$ cat config.mk
export PLATFORM = sky130hd
export DESIGN_NAME = register_file
export DESIGN_NICKNAME = d
export VERILOG_FILES = /design/src/rtl/register_file_pkg.sv /design/src/rtl/register_file.sv
export SDC_FILE = /design/constraint.sdc
export NUM_CORES = 1
export LEC_CHECK = 0
export CORE_ASPECT_RATIO = 0.8
export CORE_MARGIN = 2
export CORE_UTILIZATION = 50
export DETAILED_ROUTE_END_ITERATION = 10
export PLACE_DENSITY = 0.69
export SLEW_MARGIN = 20
export SYNTH_ARGS = -nofsm -noshare
export SYNTH_HDL_FRONTEND = slang
export SYNTH_SLANG_ARGS = --single-unit
$ cat constraint.sdc
create_clock -name clk -period 8.3 [get_ports clk]
set_clock_uncertainty 0.2 [all_clocks]
set_input_delay 2.49 -clock clk [delete_from_list [all_inputs] [get_ports clk]]
set_output_delay 2.49 -clock clk [all_outputs]
set_load 0.03 [all_outputs]
$ cat src/rtl/register_file_pkg.sv
// Shared CPU datapath constants: register geometry, write-enable encoding
// and the register reset value.
package register_file_pkg;
   localparam int DATA_W   = 16;
   localparam int ADDR_W   = 4;
   localparam int NUM_REGS = 1 << ADDR_W;

   localparam logic [1:0] RW_NONE = 2'b00;
   localparam logic [1:0] RW_REG  = 2'b01;
   localparam logic [1:0] RW_R0   = 2'b10;
   localparam logic [1:0] RW_BOTH = 2'b11;

   localparam logic [DATA_W-1:0] REG_RST = 16'h0000;
endpackage

$ cat src/rtl/register_file.sv
// 16 x 16-bit register file: two combinational read ports, one general write
// port and a dedicated R0 write path for the secondary mul/div result.
module register_file
   import register_file_pkg::*;
(
   input  logic              clk,
   input  logic              reset,
   input  logic [ADDR_W-1:0] read_reg1,
   input  logic [ADDR_W-1:0] read_reg2,
   input  logic [ADDR_W-1:0] write_reg,
   input  logic [DATA_W-1:0] write_data,
   input  logic [DATA_W-1:0] r0,
   input  logic [1:0]        reg_write,
   output logic [DATA_W-1:0] read_data1,
   output logic [DATA_W-1:0] read_data2
);

   logic [NUM_REGS-1:0][DATA_W-1:0] regs_q, regs_d;
   logic                            wr_reg_en;
   logic                            wr_r0_en;

   assign wr_reg_en = (reg_write == RW_REG) || (reg_write == RW_BOTH);
   assign wr_r0_en  = (reg_write == RW_R0)  || (reg_write == RW_BOTH);

   // R0 path is applied last so it wins when write_reg also targets R0.
   always_comb begin
      regs_d = regs_q;
      if (wr_reg_en) regs_d[write_reg] = write_data;
      if (wr_r0_en)  regs_d[0]         = r0;
   end

   always_ff @(posedge clk) begin
      if (reset) regs_q <= {NUM_REGS{REG_RST}};
      else       regs_q <= regs_d;
   end

   assign read_data1 = regs_q[read_reg1];
   assign read_data2 = regs_q[read_reg2];

endmodule

==> qor.yml <==
path_cells: "buf_4 > buf_12 > buf_4 > mux4_2 > a22oi_1 > nand2_1 > clkdlybuf4s50_1"
grt_pass1_vias: 11951
wl_met3_um: 6240
portBuffers: 79
rsz0062_at_grt: "false"
critical_path_class: "in -> out"
yosysSeqAreaShare_pct: 36.6
drt-pass1-iter-count: 6
vias: 13200
critPathMaxFanout: 28
grt_usage_pct: 31.7
grt_overflow: 0
final_nets: 1486
multi_input_area_um2: 7840
synth_top_cell_by_area: "dfxtp_1"
cpMaxStageDelayCell: "clkdlybuf4s50_1"
final_antenna_net_count: 0
largest_reg_flops: 256
n_fill_cell: 2400
wl_per_cell_um: 26.4
max_freq_mhz: 133
cts_htree_levels: 1
grt_pass1_wl_um: 72900
tritoncts: "built"
clk_path_buf_depth: 3
max_slew_margin_pct: 29.9
max_stage_delay_ns: 0.62
die-width_um: 191
cts.reportedPaths.clkPinSlew_ns: 0.06
clock-root-buffer: "clkbuf_16"
cpLargestDelayFamily: "buffers and inverters"
cts_setup_buffers: 0
ir_drop_uv: 157
antenna_cells: 0
top_regs: "regs_q: 256 flops"
avgSynthCellArea_um2: 9.27
setup_viol: 0
dp.cells: 1773
power-per-cell-area_nw_per_um2: 187
maxCapViolations: 0
drv_slew: 0
cts-buffers-inserted: 26
final_hold_viol_count: 0
top_layer_used: "met4"
area_growth_pct: 10.8
period_needed_ns: 7.50
drtIter0Drc: 1856
antenna_found_initial: 0
critPathArrivalTime_ns: 4.81
outcome: "complete, no violations"
synth.area.top_cells: "dfxtp_1 (37%), mux4_2 (14%), nand3_1 (9.2%)"
io_pins: 80
cts_resized: 0
chipHeight_um: 154
top_register: "regs_q"
netlist_instances: 1512
end_kind: "output port"
worstMarginPinSlew_ns: 1.05
rows: 54
synth_nets: 1560
required_ns: 5.61
leakage_uw: 0.00509
power_switching_uw: 768
regArea_um2: 5120
wl_met2_um: 21100
sw_frac_of_total_pct: 26.5
yosys_warnings: 0
pwr-share-comb_pct: 11.3
power.internal_uw: 2130
core_um2: 27400
start_kind: "input port"
ctsHoldBuffers: 0
pwr-share-clk_pct: 45.1
ys_seq_elements: 256
tns_ns: 0
clock-sinks: 256
drive_gt1_share_pct: 13.1
synthesis.area_um2: 14000
clkLatencyLatePin_ns: 0.54
routed_via_density: 7.24
die_area_um2: 29400
path_buf_inv: 4
routed_wirelength_um: 48200
finalWeightedCongestion: 0.892
cpMostUsedCell: "buf_4"
seqPwrFrac_pct: 43.6
yosysTopAreaCellShare_pct: 36.6
hp-class: "reg -> reg"
drc: 0
synth_cell_types: 36
fin_crit_sh_pct: 90.4
routedLengthMet1_um: 19400
grt_start_max_net_pins: 257
final_cells: 1822
start_util_pct: 51.1
dp_hpwl_um: 28000
-- path summary, 6_finish.rpt --
check	startpoint	end	slack (ns)	cells after the start
max	read_reg2[1]	read_data2[9]	0.80	7
min	regs_q[23]	regs_q[23]	0.29	2
max reg2reg	regs_q[2]	regs_q[2]	7.12	2
min reg2reg	regs_q[23]	regs_q[23]	0.29	2
-- Yosys cell counts (all sizes together) --
master   count
nor3b        1
or3b         1
nor2        19
and2         3
nand4b       1
inv          1
clkbuf     132
nor4bb       1
and3         1
a21oi      240
clkinv       1
a22oi       64
o21ai      256
and3b        2
dfxtp      256
and4b        1
nor2b        6
nand4bb      1
buf         86
a311oi      16
nand2b       2
nand3      257
mux4       128
nand2       33
nand3b       2
or2          1
-- layout make-up --
cell class | instances | share of cell area [%]
multi-input cells | 1036 | 50.5
flip-flops and latches | 256 | 33.0
repair buffers | 116 | 7.48
clock buffers | 33 | 4.69
well taps | 364 | 2.93
clock inverters | 15 | 1.35
inverters | 2 | 0.0483
-- power groups by stage --
stage / clock network [uW] / logic (uW) / registers [uW]
after detailed placement: 0 / 316 / 1290
after floorplan: 0 / 217 / 1280
after global routing: 1350 / 340 / 1270
after global placement: 0 / 314 / 1290
after CTS: 1300 / 317 / 1260
final: 1310 / 327 / 1270
-- tightest hold or removal path: stages (launching register included) --
cell and delay (ns):
dfxtp_1 0.31, o21ai_0 0.07, a21oi_1 0.06
-- through the flow --
| stage | total power, uW | utilization [%] | hold WS (ns) | worst slack, ns | instance area [um2] |
|---|---|---|---|---|---|
| after floorplan | 1500 | - | 0.258 | 1.88 | 14000 |
| after global placement | 1600 | 53.1 | 0.267 | 0.898 | 14600 |
| after detailed placement | 1610 | 53.1 | 0.277 | 0.861 | 14600 |
| after CTS | 2890 | 56.5 | 0.286 | 0.860 | 15500 |
| after global routing | 2960 | 56.6 | 0.303 | 0.770 | 15500 |
| final | 2900 | 56.6 | 0.289 | 0.798 | 15500 |
-- metal layers --
layer	vias up	global-route usage (%)
met5	-	0
met4	0	9.56
met3	112	5.93
met2	1020	46.6
met1	6483	47.3
li1	5585	-
-- placed cells by master, fill, tap and decap left out, drive strengths merged --
| master | instances |
|---|---|
| a21oi | 240 |
| a22oi | 64 |
| a311oi | 16 |
| and2 | 3 |
| and3 | 1 |
| and3b | 2 |
| and4b | 1 |
| buf | 43 |
| bufinv | 5 |
| clkbuf | 33 |
| clkdlybuf4s50 | 73 |
| clkinv | 9 |
| clkinvlp | 2 |
| dfxtp | 256 |
| inv | 1 |
| mux4 | 128 |
| nand2 | 33 |
| nand2b | 2 |
| nand3 | 257 |
| nand3b | 2 |
| nand4b | 1 |
| nand4bb | 1 |
| nor2 | 19 |
| nor2b | 6 |
| nor3b | 1 |
| nor4bb | 1 |
| o21ai | 256 |
| or2 | 1 |
| or3b | 1 |
-- cell families after synthesis --
family | after synthesis | share of synthesized area [%]
AO/OA/AOI/OAI | 576 | 22.1
AND/OR/NAND/NOR | 332 | 11.8
buffers and inverters | 220 | 7.77
flip-flops | 256 | 36.6
multiplexers | 128 | 21.7
Power figures use the tool's default switching activity.
